<file path="src/rtl/chess_pkg.sv">
// Shared piece/state encodings and colour/delta helpers for the move checker.
package chess_pkg;

  typedef enum logic [3:0] {
    WRook   = 4'd0,
    WKnight = 4'd1,
    WBishop = 4'd2,
    WQueen  = 4'd3,
    WKing   = 4'd4,
    WPawn   = 4'd5,
    BRook   = 4'd6,
    BKnight = 4'd7,
    BBishop = 4'd8,
    BQueen  = 4'd9,
    BKing   = 4'd10,
    BPawn   = 4'd11,
    Empty   = 4'd12
  } piece_t;

  typedef enum logic [1:0] {StIdle, StDecode, StWalk, StDone} state_t;

  function automatic logic is_white(int code, int black_base);
    return (code >= 0) && (code < black_base);
  endfunction

  function automatic logic is_black(int code, int black_base);
    return (code >= black_base) && (code <= black_base + 5);
  endfunction

  function automatic logic same_colour(int a, int b, int black_base);
    return (is_white(a, black_base) && is_white(b, black_base)) ||
           (is_black(a, black_base) && is_black(b, black_base));
  endfunction

  function automatic int abs_delta(int d);
    return (d < 0) ? -d : d;
  endfunction

  function automatic int sign_step(int d);
    return (d > 0) ? 1 : ((d < 0) ? -1 : 0);
  endfunction

endpackage

</file>
<file path="src/rtl/move_geometry.sv">
// Combinational move-shape classifier; piece is the colour-stripped (white) code.
module move_geometry
  import chess_pkg::*;
#(
  parameter int BOARD_DIM = 8,
  parameter int COORD_W   = $clog2(BOARD_DIM)
) (
  input  piece_t                    piece,
  input  logic                      black,
  input  logic signed [COORD_W:0]   dx,
  input  logic signed [COORD_W:0]   dy,
  input  logic        [COORD_W-1:0] src_row,
  input  logic                      dst_empty,
  output logic                      geom_ok,
  output logic                      needs_walk,
  output logic signed [COORD_W:0]   step_x,
  output logic signed [COORD_W:0]   step_y
);

  localparam logic [COORD_W-1:0] WhiteStart = COORD_W'(1);
  localparam logic [COORD_W-1:0] BlackStart = COORD_W'(BOARD_DIM - 2);
  localparam logic [COORD_W:0]   One        = (COORD_W+1)'(1);
  localparam logic [COORD_W:0]   Two        = (COORD_W+1)'(2);

  logic        [COORD_W:0] adx, ady, maxd;
  logic signed [COORD_W:0] fwd, fwd2;
  logic                    rook_g, bishop_g, knight_g, pawn_dbl, pawn_ok;

  always_comb begin
    adx      = (COORD_W+1)'(abs_delta(int'(dx)));
    ady      = (COORD_W+1)'(abs_delta(int'(dy)));
    step_x   = (COORD_W+1)'(sign_step(int'(dx)));
    step_y   = (COORD_W+1)'(sign_step(int'(dy)));
    maxd     = (adx > ady) ? adx : ady;
    fwd      = (COORD_W+1)'(black ? -1 : 1);
    fwd2     = (COORD_W+1)'(black ? -2 : 2);
    rook_g   = (dx == '0) != (dy == '0);
    bishop_g = (adx == ady) && (adx != '0);
    knight_g = ((adx == One) && (ady == Two)) || ((adx == Two) && (ady == One));
    pawn_dbl = (dx == '0) && (dy == fwd2) && dst_empty &&
               (src_row == (black ? BlackStart : WhiteStart));
    // Diagonal pawn step needs an occupant; colour was already screened by the caller.
    pawn_ok  = ((dx == '0) && (dy == fwd) && dst_empty) || pawn_dbl ||
               ((adx == One) && (dy == fwd) && !dst_empty);

    geom_ok = 1'b0;
    case (piece)
      WRook:   geom_ok = rook_g;
      WKnight: geom_ok = knight_g;
      WBishop: geom_ok = bishop_g;
      WQueen:  geom_ok = rook_g || bishop_g;
      WKing:   geom_ok = (maxd == One);
      WPawn:   geom_ok = pawn_ok;
      default: geom_ok = 1'b0;
    endcase

    needs_walk = geom_ok && (maxd > One) &&
                 ((piece == WRook) || (piece == WBishop) || (piece == WQueen) ||
                  ((piece == WPawn) && pawn_dbl));
  end

endmodule

</file>
<file path="src/rtl/move_validator.sv">
// Handshaked single-move legality checker; walks sliding paths one square per clock.
module move_validator
  import chess_pkg::*;
#(
  parameter int BOARD_DIM  = 8,
  parameter int COORD_W    = $clog2(BOARD_DIM),
  parameter int PIECE_W    = 4,
  parameter int EMPTY_CODE = 12,
  parameter int BLACK_BASE = 6
) (
  input  logic                                            clk,
  input  logic                                            reset,
  input  logic                                            start,
  input  logic [COORD_W-1:0]                              old_x,
  input  logic [COORD_W-1:0]                              old_y,
  input  logic [COORD_W-1:0]                              new_x,
  input  logic [COORD_W-1:0]                              new_y,
  input  logic [BOARD_DIM-1:0][BOARD_DIM-1:0][PIECE_W-1:0] board_in,
  output logic                                            busy,
  output logic                                            done,
  output logic                                            valid_move
);

  localparam logic [COORD_W:0]   DimC  = (COORD_W+1)'(BOARD_DIM);
  localparam logic [PIECE_W-1:0] EmptyC = PIECE_W'(EMPTY_CODE);
  localparam logic [PIECE_W-1:0] BaseC  = PIECE_W'(BLACK_BASE);
  localparam logic [PIECE_W-1:0] LastC  = PIECE_W'(BLACK_BASE + 5);

  state_t                  state;
  logic [COORD_W-1:0]      ox, oy, nx, ny;
  logic [COORD_W:0]        cur_x, cur_y, stp_x, stp_y;

  logic [PIECE_W-1:0]      src, dst, kind, wcode;
  logic                    src_black, dst_empty, reject;
  logic signed [COORD_W:0] dx, dy, gstep_x, gstep_y;
  logic                    geom_ok, needs_walk, at_dest;
  logic [COORD_W:0]        nxt_x, nxt_y;

  always_comb begin
    src       = board_in[oy][ox];
    dst       = board_in[ny][nx];
    src_black = is_black(int'(src), BLACK_BASE);
    kind      = src_black ? (src - BaseC) : src;
    dx        = {1'b0, nx} - {1'b0, ox};
    dy        = {1'b0, ny} - {1'b0, oy};
    dst_empty = (dst == EmptyC);
    reject    = ({1'b0, ox} >= DimC) || ({1'b0, oy} >= DimC) ||
                ({1'b0, nx} >= DimC) || ({1'b0, ny} >= DimC) ||
                ((ox == nx) && (oy == ny)) ||
                (src == EmptyC) || (src > LastC) ||
                (!dst_empty && same_colour(int'(src), int'(dst), BLACK_BASE));

    wcode   = board_in[cur_y[COORD_W-1:0]][cur_x[COORD_W-1:0]];
    nxt_x   = cur_x + stp_x;
    nxt_y   = cur_y + stp_y;
    at_dest = (nxt_x == {1'b0, nx}) && (nxt_y == {1'b0, ny});
  end

  move_geometry #(
    .BOARD_DIM (BOARD_DIM),
    .COORD_W   (COORD_W)
  ) u_geom (
    .piece      (piece_t'(kind)),
    .black      (src_black),
    .dx         (dx),
    .dy         (dy),
    .src_row    (oy),
    .dst_empty  (dst_empty),
    .geom_ok    (geom_ok),
    .needs_walk (needs_walk),
    .step_x     (gstep_x),
    .step_y     (gstep_y)
  );

  always_ff @(posedge clk or posedge reset) begin
    if (reset) begin
      state      <= StIdle;
      busy       <= 1'b0;
      done       <= 1'b0;
      valid_move <= 1'b0;
      ox         <= '0;
      oy         <= '0;
      nx         <= '0;
      ny         <= '0;
      cur_x      <= '0;
      cur_y      <= '0;
      stp_x      <= '0;
      stp_y      <= '0;
    end else begin
      case (state)
        StIdle: begin
          done <= 1'b0;
          if (start) begin
            ox    <= old_x;
            oy    <= old_y;
            nx    <= new_x;
            ny    <= new_y;
            busy  <= 1'b1;
            state <= StDecode;
          end
        end
        StDecode: begin
          if (reject || !geom_ok) begin
            valid_move <= 1'b0;
            done       <= 1'b1;
            state      <= StDone;
          end else if (needs_walk) begin
            cur_x <= {1'b0, ox} + gstep_x;
            cur_y <= {1'b0, oy} + gstep_y;
            stp_x <= gstep_x;
            stp_y <= gstep_y;
            state <= StWalk;
          end else begin
            valid_move <= 1'b1;
            done       <= 1'b1;
            state      <= StDone;
          end
        end
        StWalk: begin
          if (wcode != EmptyC) begin
            valid_move <= 1'b0;
            done       <= 1'b1;
            state      <= StDone;
          end else if (at_dest) begin
            valid_move <= 1'b1;
            done       <= 1'b1;
            state      <= StDone;
          end else begin
            cur_x <= nxt_x;
            cur_y <= nxt_y;
          end
        end
        StDone: begin
          done  <= 1'b0;
          busy  <= 1'b0;
          state <= StIdle;
        end
        default: state <= StIdle;
      endcase
    end
  end

endmodule

</file>
<file path="config.mk">
export PLATFORM = sky130hd
export DESIGN_NAME = move_validator
export DESIGN_NICKNAME = d
export VERILOG_FILES = /design/src/rtl/chess_pkg.sv /design/src/rtl/move_geometry.sv /design/src/rtl/move_validator.sv
export SDC_FILE = /design/constraint.sdc
export NUM_CORES = 1
export LEC_CHECK = 0
export CORE_MARGIN = 5
export CORE_UTILIZATION = 29
export CTS_CLUSTER_SIZE = 14
export DETAILED_ROUTE_END_ITERATION = 10
export HOLD_SLACK_MARGIN = 0.02
export SLEW_MARGIN = 30
export SYNTH_ARGS = -nofsm -noshare
export SYNTH_HDL_FRONTEND = slang
export SYNTH_SLANG_ARGS = --single-unit
</file>
<file path="constraint.sdc">
create_clock -name clk -period 5.1 [get_ports clk]
set_input_delay 1.02 -clock clk [delete_from_list [all_inputs] [get_ports clk]]
set_output_delay 1.02 -clock clk [all_outputs]
set_load 0.02 [all_outputs]
</file>
==> metrics.txt, run 1 <==
# TYPE chip_impl_metric gauge
chip_impl_info{name="timing.critical_path.from_type",value="primary input"} 1
chip_impl_metric{name="clock_power_share",unit=""} 0.035
chip_impl_metric{name="leakage_power_summed_over_all_cells",unit="nW"} 4.15
chip_impl_metric{name="post_detailed_route_drc_marker_count",unit=""} 0
chip_impl_metric{name="detailed_place_hpwl",unit="mm"} 32.9
chip_impl_metric{name="report.final.setup_viol",unit=""} 0
chip_impl_metric{name="critical_path_peak_fanout",unit=""} 8
chip_impl_metric{name="synthDominantCellAreaShare",unit=""} 0.330
chip_impl_metric{name="postSynth.asyncResetShare",unit=""} 1.00
chip_impl_metric{name="setup_ws",unit="ps"} 187
chip_impl_info{name="reg2reg_to",value="cur_x[3]"} 1
chip_impl_info{name="crit_end",value="cur_x[3]"} 1
chip_impl_metric{name="routabilityCongestion",unit=""} 0.971
chip_impl_info{name="netlist_top_cells_area",value="sky130_fd_sc_hd__mux4_2 33%, sky130_fd_sc_hd__dfrtp_1 8.9%, sky130_fd_sc_hd__mux2i_1 5.6%"} 1
chip_impl_metric{name="die-height",unit="um"} 178
chip_impl_metric{name="drt-vias-per-instance",unit=""} 6.22
chip_impl_metric{name="final_core_util",unit=""} 0.414
chip_impl_metric{name="cap_viol_max_count",unit=""} 0
chip_impl_metric{name="io-pin-count",unit=""} 274
chip_impl_metric{name="globalRouteTotalUtil",unit=""} 0.247
chip_impl_metric{name="wl_per_cell",unit="um"} 27.2
chip_impl_metric{name="synth_enable_flop_cells",unit=""} 0
chip_impl_metric{name="grt_pass1_wl",unit="mm"} 59.1
chip_impl_metric{name="drt_first_iter_violations",unit=""} 877
chip_impl_metric{name="p_comb_frac",unit=""} 0.899
chip_impl_metric{name="tritoncts.num_buffers",unit=""} 5
chip_impl_info{name="crit_path_start",value="board_in[156]"} 1
chip_impl_metric{name="fill_cells",unit=""} 2742
chip_impl_info{name="cts-root-buf",value="sky130_fd_sc_hd__clkbuf_16"} 1
chip_impl_info{name="hold_class",value="register to register"} 1
chip_impl_metric{name="syn_inst",unit=""} 844
chip_impl_metric{name="cts_num_sinks",unit=""} 29
chip_impl_metric{name="post_cts_resized",unit=""} 0
chip_impl_info{name="synth_ff_type",value="sky130_fd_sc_hd__dfrtp_1"} 1
chip_impl_metric{name="dr.pass1.iters",unit=""} 5
chip_impl_metric{name="overall_via_count_from_detail_route",unit=""} 9228
chip_impl_metric{name="ff2ff_setup_slack",unit="ps"} 300
chip_impl_metric{name="clock_latency",unit="ps"} 280
chip_impl_metric{name="num_rows",unit=""} 61
chip_impl_metric{name="synth.ff_latch_count",unit=""} 29
chip_impl_metric{name="setup_tns",unit="ps"} 0
chip_impl_metric{name="clk_path_buf_depth",unit=""} 2
chip_impl_metric{name="overflow",unit=""} 0
chip_impl_metric{name="chipWidth",unit="um"} 178
chip_impl_metric{name="post_cts_hold_buffer_count",unit=""} 0
chip_impl_metric{name="total_routed_length",unit="mm"} 40.3
chip_impl_metric{name="layout.area.seq",unit="um^2"} 737
chip_impl_info{name="critical_path_class",value="primary input to register"} 1
chip_impl_info{name="cell_types_with_the_highest_counts_after_synthesis",value="120 x sky130_fd_sc_hd__mux4_2, 79 x sky130_fd_sc_hd__nand2_1, 46 x sky130_fd_sc_hd__mux2i_1"} 1
chip_impl_metric{name="vias_in_the_first_global_route",unit=""} 9381
chip_impl_metric{name="syn_nets",unit=""} 1150
chip_impl_metric{name="ant_nets",unit=""} 0
chip_impl_metric{name="grt_antenna_before_repair",unit=""} 3
chip_impl_metric{name="switchingPower",unit="mW"} 4.35
chip_impl_info{name="grt_setup_unrepaired",value="no"} 1
chip_impl_metric{name="required",unit="ps"} 5260
chip_impl_metric{name="synth_sequential_area_ratio",unit=""} 0.0886
chip_impl_metric{name="fin_crit",unit="ps"} 4910
chip_impl_metric{name="ys_warnings",unit=""} 0
chip_impl_metric{name="powerDensity",unit="nW/um^2"} 716
chip_impl_metric{name="power.ir.vdd_worst",unit="uV"} 356
chip_impl_info{name="yosysMostFrequentCell",value="sky130_fd_sc_hd__mux4_2"} 1
chip_impl_metric{name="die_area",unit="um^2"} 31700
chip_impl_metric{name="multiInputGateArea",unit="um^2"} 7020
chip_impl_metric{name="placedInstanceArea",unit="um^2"} 11400
chip_impl_metric{name="synthDistinctLibCells",unit=""} 81
chip_impl_metric{name="flow.area_growth_from_synthesis",unit="%"} 41.0
chip_impl_metric{name="seq_power_share",unit=""} 0.066
chip_impl_metric{name="preCtsSetupSlack",unit="ps"} -1.82
chip_impl_metric{name="report.final.slew_viol_count",unit=""} 0
chip_impl_metric{name="syn_area_per_cell",unit="um^2"} 9.70
chip_impl_metric{name="worst-slew-pin-transition",unit="ps"} 935
chip_impl_metric{name="fmax",unit="MHz"} 204
chip_impl_info{name="timing.rr.start",value="ny[0]"} 1
chip_impl_metric{name="core",unit="um^2"} 27900
chip_impl_metric{name="drive_above_1_share",unit=""} 0.196
chip_impl_metric{name="final.hold.worst_slack",unit="ps"} 487
chip_impl_info{name="tritoncts",value="done"} 1
chip_impl_metric{name="htree_levels",unit=""} 2
chip_impl_metric{name="portBuffers",unit=""} 273
chip_impl_metric{name="number_of_setup_buffers_added_after_cts",unit=""} 0
chip_impl_metric{name="post_synth_instance_area",unit="um^2"} 8190
chip_impl_metric{name="finClkSkew",unit="ps"} 6.31
chip_impl_metric{name="cellInternalPower",unit="mW"} 3.92
chip_impl_metric{name="initial_core_util",unit=""} 0.294
chip_impl_metric{name="rr_worst_depth",unit=""} 20
chip_impl_metric{name="maxSlewHeadroom",unit=""} 0.377
chip_impl_metric{name="maximum_number_of_pins_on_one_net_before_global_route_repair",unit=""} 87
chip_impl_metric{name="design_area",unit="um^2"} 11500
chip_impl_metric{name="nets",unit=""} 1408
chip_impl_metric{name="power.share.switching",unit=""} 0.525
chip_impl_metric{name="cts.clk_slew.worst_paths",unit="ps"} 50
chip_impl_info{name="netlist.top_cell.by_area",value="sky130_fd_sc_hd__mux4_2"} 1
chip_impl_metric{name="min_period_over_period",unit=""} 0.963
chip_impl_info{name="critPathCaptureType",value="register"} 1
chip_impl_metric{name="timing_hold_violations_final",unit=""} 0
chip_impl_metric{name="critical_path_arrival",unit="ps"} 5070
chip_impl_info{name="run_status",value="finished clean"} 1
-- critical path, cell delays in order --
cell and delay, ps:
sky130_fd_sc_hd__clkdlybuf4s50_1 450, sky130_fd_sc_hd__mux4_2 470, sky130_fd_sc_hd__a22oi_1 400, sky130_fd_sc_hd__a21oi_1 130, sky130_fd_sc_hd__or4_1 500, sky130_fd_sc_hd__nand4bb_1 240, sky130_fd_sc_hd__nor2_1 260, sky130_fd_sc_hd__o211ai_1 140
sky130_fd_sc_hd__o32ai_1 600, sky130_fd_sc_hd__o211ai_2 210, sky130_fd_sc_hd__a21oi_4 200, sky130_fd_sc_hd__buf_12 150, sky130_fd_sc_hd__mux2_4 290
-- per-stage QoR --
| step | std cells | power [mW] |
|---|---|---|
| 6_report | 1483 | 8.27 |
| 5_1_grt | 1483 | 8.83 |
| 4_1_cts | 1481 | 8.19 |
| 3_5_place_dp | 1473 | 7.87 |
| 3_3_place_gp | 1473 | 7.87 |
| 2_1_floorplan | 844 | 5.71 |
-- registers in the layout, indices dropped and copies added (netlist names) --
register and cells:
ny 3, cur_x 4, busy 1, valid_move 1, cur_y 4, ox 3
done 1, stp_x 2, state 2, nx 3, stp_y 2, oy 3
-- area by class of cell --
type / instances / area share
multi-input cells: 728 / 0.609
inverters: 26 / 0.00846
clock inverters: 3 / 0.00152
clock buffers: 5 / 0.0108
well taps: 378 / 0.0410
repair buffers: 312 / 0.265
diodes: 2 / 0.000434
flip-flops and latches: 29 / 0.0638
-- routing by layer --
metal  wire length (um)  GRT usage
met5                  8          0
met4                857     0.0496
met3               3940     0.0435
met2              18800      0.401
met1              16600      0.346
-- kinds of logic after synthesis --
kind of cell    share of synthesized area
simple gates                        0.173
flops                              0.0886
fa+ha+maj                          0.0590
mux                                 0.425
xor+xnor                           0.0235
buf+inv                            0.0541
compound gates                      0.177
-- placed cells by master (no fill, tap or decap), types with 11 or more instances in the layout --
master	instances
sky130_fd_sc_hd__a21oi_1	29
sky130_fd_sc_hd__nor3_1	32
sky130_fd_sc_hd__o21ai_0	31
sky130_fd_sc_hd__mux2_2	19
sky130_fd_sc_hd__xnor2_1	20
sky130_fd_sc_hd__mux2i_1	46
sky130_fd_sc_hd__buf_4	36
sky130_fd_sc_hd__mux4_2	120
sky130_fd_sc_hd__clkdlybuf4s50_1	273
sky130_fd_sc_hd__a22oi_1	34
sky130_fd_sc_hd__nor2b_1	11
sky130_fd_sc_hd__ha_1	29
sky130_fd_sc_hd__nand3_1	32
sky130_fd_sc_hd__nor2_1	43
sky130_fd_sc_hd__a31oi_1	11
sky130_fd_sc_hd__dfrtp_1	24
sky130_fd_sc_hd__a22o_1	13
sky130_fd_sc_hd__o211ai_1	12
sky130_fd_sc_hd__nand2_1	79
sky130_fd_sc_hd__inv_1	24
sky130_fd_sc_hd__nor4_1	23
-- worst min path at each step --
stage	from	end	depth (start not counted)	slack, ps
CTS	busy	busy	2	490
detailed placement	busy	busy	2	480
floorplan	stp_x[0]	stp_x[0]	1	480
finish	busy	busy	2	490
global route	busy	busy	2	520
global placement	busy	busy	2	480
-- power groups by stage --
stage                     logic (mW)  clock network (mW)  registers (mW)
after floorplan                 5.24                   0           0.465
after global placement          7.32                   0           0.550
after detailed placement        7.32                   0           0.549
after CTS                       7.36               0.285           0.548
after global routing            7.97               0.295           0.565
final                           7.43               0.288           0.548
Power figures use the tool's default switching activity.
==> run 2: changes to the inputs <==
Settings changed: SYNTH_HIERARCHICAL set to 1.
==> run 2 against run 1 <==
- clock-buffer cell count increased by 2
- flip-flop and latch count up 4
- critical path type unchanged
- largest cell class unchanged
- highest routed layer is now met4
- total power rose by 20%
- the run now ends with setup timing left
- sequential power up 12%
- synthesized cell count is 16% lower
- utilization is 6.2 points higher
- clock power rose by 28%
- first-iteration DRC count is 15% lower
- register-to-register slack lost 310 ps
- critical endpoint is now cur_y[1]
==> metrics.txt, run 2 <==
# TYPE chip_impl_metric gauge
chip_impl_info{name="run_status",value="finished, violations left"} 1
chip_impl_info{name="failed_checks",value="setup timing"} 1
chip_impl_info{name="timing.rr.start",value="oy[0]"} 1
chip_impl_info{name="critPathCaptureType",value="register"} 1
chip_impl_metric{name="maxSlewHeadroom",unit=""} 0.457
chip_impl_metric{name="rr_worst_depth",unit=""} 21
chip_impl_metric{name="syn_inst",unit=""} 713
chip_impl_metric{name="syn_nets",unit=""} 1017
chip_impl_metric{name="final_cell_count_no_fill",unit=""} 1592
chip_impl_metric{name="groute.layer.met2.usage",unit=""} 0.419
chip_impl_metric{name="whs_path_depth",unit=""} 1
chip_impl_metric{name="wl_per_cell",unit="um"} 26.2
chip_impl_info{name="synth_ff_type",value="sky130_fd_sc_hd__dfrtp_1"} 1
chip_impl_metric{name="vias_in_the_first_global_route",unit=""} 9992
chip_impl_info{name="critical_path_class",value="primary input to register"} 1
chip_impl_metric{name="placedInstanceArea",unit="um^2"} 13400
chip_impl_info{name="min_delay_worst_endpoint",value="done"} 1
chip_impl_metric{name="ff2ff_setup_slack",unit="ps"} -10
chip_impl_metric{name="core",unit="um^2"} 28500
chip_impl_metric{name="simple_gate_share_of_the_synthesized_area",unit=""} 0.156
chip_impl_metric{name="preCtsSetupSlack",unit="ps"} -754
chip_impl_metric{name="synth_adder_area_share",unit=""} 0.0562
chip_impl_metric{name="cts_num_sinks",unit=""} 33
chip_impl_metric{name="htree_levels",unit=""} 2
chip_impl_info{name="cts-root-buf",value="sky130_fd_sc_hd__clkbuf_16"} 1
chip_impl_metric{name="post-place-cells",unit=""} 1559
chip_impl_metric{name="drt-vias-per-instance",unit=""} 5.81
chip_impl_metric{name="grtUsageMet1",unit=""} 0.308
chip_impl_metric{name="post_detailed_route_drc_marker_count",unit=""} 0
chip_impl_metric{name="grt_antenna_before_repair",unit=""} 3
chip_impl_metric{name="use_met3",unit=""} 0.0495
chip_impl_metric{name="die_area",unit="um^2"} 32200
chip_impl_metric{name="post_synth_xor_area_fraction",unit=""} 0.0253
chip_impl_metric{name="globalRouteTotalUtil",unit=""} 0.248
chip_impl_info{name="worstHoldStart",value="done"} 1
chip_impl_metric{name="initial_core_util",unit=""} 0.292
chip_impl_metric{name="clock_latency",unit="ps"} 290
chip_impl_metric{name="chipWidth",unit="um"} 179
chip_impl_info{name="netlist_top_cells_area",value="sky130_fd_sc_hd__mux4_2 43%, sky130_fd_sc_hd__dfrtp_1 9.9%, sky130_fd_sc_hd__nor4bb_1 5.8%"} 1
chip_impl_metric{name="power.ir.vdd_worst",unit="uV"} 564
chip_impl_info{name="timing.critical_path.from_type",value="primary input"} 1
chip_impl_metric{name="drive_above_1_share",unit=""} 0.514
chip_impl_metric{name="synth.mux.area_fraction",unit=""} 0.510
chip_impl_metric{name="finClkSkew",unit="ps"} 4.50
chip_impl_metric{name="synthDominantCellAreaShare",unit=""} 0.428
chip_impl_info{name="yosysMostFrequentCell",value="sky130_fd_sc_hd__mux4_2"} 1
chip_impl_metric{name="timing_hold_violations_final",unit=""} 0
chip_impl_info{name="largest_family_of_logic_cells_by_synthesized_area",value="multiplexers"} 1
chip_impl_metric{name="critical_path_arrival",unit="ps"} 5330
chip_impl_metric{name="fmax",unit="MHz"} 194
chip_impl_info{name="layout_common_cells",value="257 x sky130_fd_sc_hd__buf_4, 158 x sky130_fd_sc_hd__mux4_2, 146 x sky130_fd_sc_hd__dlygate4sd2_1"} 1
chip_impl_info{name="hold_class",value="register to register"} 1
chip_impl_metric{name="synth_sequential_area_ratio",unit=""} 0.0992
chip_impl_metric{name="synth_compound_gate_area_share",unit=""} 0.100
chip_impl_metric{name="report.final.slew_viol_count",unit=""} 0
chip_impl_metric{name="critical_path_peak_fanout",unit=""} 8
chip_impl_info{name="reg2reg_to",value="cur_y[1]"} 1
chip_impl_metric{name="report.final.setup_viol",unit=""} 8
chip_impl_info{name="cell_types_with_the_highest_counts_after_synthesis",value="158 x sky130_fd_sc_hd__mux4_2, 48 x sky130_fd_sc_hd__nor4bb_1, 38 x sky130_fd_sc_hd__mux2_2"} 1
chip_impl_metric{name="worst-slew-pin-transition",unit="ps"} 809
chip_impl_metric{name="ys_warnings",unit=""} 6
chip_impl_metric{name="clk_path_buf_depth",unit=""} 2
chip_impl_metric{name="grt_pass1_wl",unit="mm"} 61.9
chip_impl_metric{name="tritoncts.num_buffers",unit=""} 5
chip_impl_metric{name="die-height",unit="um"} 179
chip_impl_metric{name="num_rows",unit=""} 62
chip_impl_metric{name="cap_viol_max_count",unit=""} 0
chip_impl_info{name="grt_setup_unrepaired",value="yes"} 1
chip_impl_metric{name="dr.pass1.iters",unit=""} 5
chip_impl_metric{name="synthDistinctLibCells",unit=""} 76
chip_impl_metric{name="flow.area_growth_from_synthesis",unit="%"} 63.4
chip_impl_metric{name="syn_area_per_cell",unit="um^2"} 11.7
chip_impl_metric{name="drt_first_iter_violations",unit=""} 744
chip_impl_metric{name="min_period_over_period",unit=""} 1.01
chip_impl_metric{name="setup_ws",unit="ps"} -62.3
chip_impl_metric{name="synth.ff_latch_count",unit=""} 33
chip_impl_metric{name="synth_enable_flop_cells",unit=""} 0
chip_impl_metric{name="powerDensity",unit="nW/um^2"} 731
chip_impl_metric{name="portBuffers",unit=""} 273
chip_impl_metric{name="post_synth_instance_area",unit="um^2"} 8320
chip_impl_info{name="tritoncts",value="done"} 1
chip_impl_metric{name="maximum_number_of_pins_on_one_net_before_global_route_repair",unit=""} 34
chip_impl_metric{name="postSynth.asyncResetShare",unit=""} 1.00
chip_impl_metric{name="io-pin-count",unit=""} 274
chip_impl_metric{name="leakage_power_summed_over_all_cells",unit="nW"} 5.77
chip_impl_metric{name="nets",unit=""} 1505
chip_impl_metric{name="detailed_place_hpwl",unit="mm"} 35.0
chip_impl_info{name="mostFrequentLayoutCell",value="sky130_fd_sc_hd__buf_4"} 1
chip_impl_metric{name="total_routed_length",unit="mm"} 41.7
chip_impl_metric{name="cts.clk_slew.worst_paths",unit="ps"} 50
chip_impl_info{name="busiest_layer",value="met2"} 1
chip_impl_metric{name="fin_crit",unit="ps"} 5160
chip_impl_info{name="netlist.top_cell.by_area",value="sky130_fd_sc_hd__mux4_2"} 1
chip_impl_metric{name="design_area",unit="um^2"} 13600
chip_impl_metric{name="overall_via_count_from_detail_route",unit=""} 9252
chip_impl_metric{name="overflow",unit=""} 0
chip_impl_metric{name="required",unit="ps"} 5270
chip_impl_metric{name="routabilityCongestion",unit=""} 0.972
chip_impl_metric{name="ant_nets",unit=""} 0
run 2: repair_timing:
item | CTS | global route
setup endpoints to repair | 19 | 17
buffers inserted | 19 | 1
hold buffers | 0 | 0
resized for setup | 511 | 28
pin swaps | 23 | 2
hold endpoints to repair | 0 | 0
run 2: power by group:
| part | switching (mW) | internal [mW] |
|---|---|---|
| Sequential | 0.222 | 0.391 |
| Combinational | 4.44 | 4.52 |
| Clock | 0.125 | 0.244 |
run 2: logic make-up (layout without fill, tap and decap cells):
group / after synthesis / in the layout
mux: 222 / 222
simple gates: 186 / 186
xor+xnor: 24 / 24
flops: 33 / 33
fa+ha+maj: 34 / 34
buf+inv: 96 / 585
other cells: 0 / 6
compound gates: 118 / 118
run 2: how the worst max path moves through the flow:
stage               cells after the start  slack, ps     startpoint        to
floorplan                              26        -60          ny[0]  cur_x[0]
global placement                       21       -690   board_in[95]  cur_x[3]
detailed placement                     21       -750  board_in[127]  cur_y[1]
global route                           21       -160  board_in[115]  cur_y[1]
CTS                                    20         -8  board_in[115]  cur_y[1]
finish                                 21        -60  board_in[115]  cur_y[1]
run 2: critical path, stage by stage:
cell                        delay (ps)
sky130_fd_sc_hd__buf_6              90
sky130_fd_sc_hd__mux4_2            510
sky130_fd_sc_hd__mux4_2            510
sky130_fd_sc_hd__o21ai_2           170
sky130_fd_sc_hd__o22a_1            230
sky130_fd_sc_hd__buf_4             130
sky130_fd_sc_hd__buf_4             100
sky130_fd_sc_hd__nor2_1             60
sky130_fd_sc_hd__nor2_1            150
sky130_fd_sc_hd__nand4_1           110
sky130_fd_sc_hd__or3b_1            450
sky130_fd_sc_hd__nor3_4            250
sky130_fd_sc_hd__a2111oi_4          60
sky130_fd_sc_hd__nand2_2            80
sky130_fd_sc_hd__o21ai_2            60
sky130_fd_sc_hd__a31oi_1           140
sky130_fd_sc_hd__a21boi_4          250
sky130_fd_sc_hd__o221ai_4          140
sky130_fd_sc_hd__a221oi_4          330
sky130_fd_sc_hd__buf_12            170
sky130_fd_sc_hd__mux2_4            300
run 2: per-layer routing:
metal	part of all wire	wire [um]	up-vias
met1	0.38	16000	4633
met3	0.075	3130	108
li1	-	-	4004
met4	0.053	2200	0
met2	0.49	20400	507
met5	0	0	-
run 2: through the flow:
stage	setup TNS, ps	utilization	total power, mW	hold slack, ps
5_1_grt	-1260	0.476	10.5	514
3_3_place_gp	-10710	0.468	8.65	463
3_5_place_dp	-11770	0.468	8.66	480
2_1_floorplan	-393	-	5.88	484
4_1_cts	-11.7	0.472	9.62	491
6_report	-401	0.476	9.94	484
run 2: cell type report:
cell class,count,area (um^2)
clock buffer,7,143
timing repair buffer,542,4490
tap,384,480
inverter,35,135
clock inverter,1,30.0
sequential,33,837
fill,2721,14900
multi-input combinational,584,7470
antenna,6,15.0
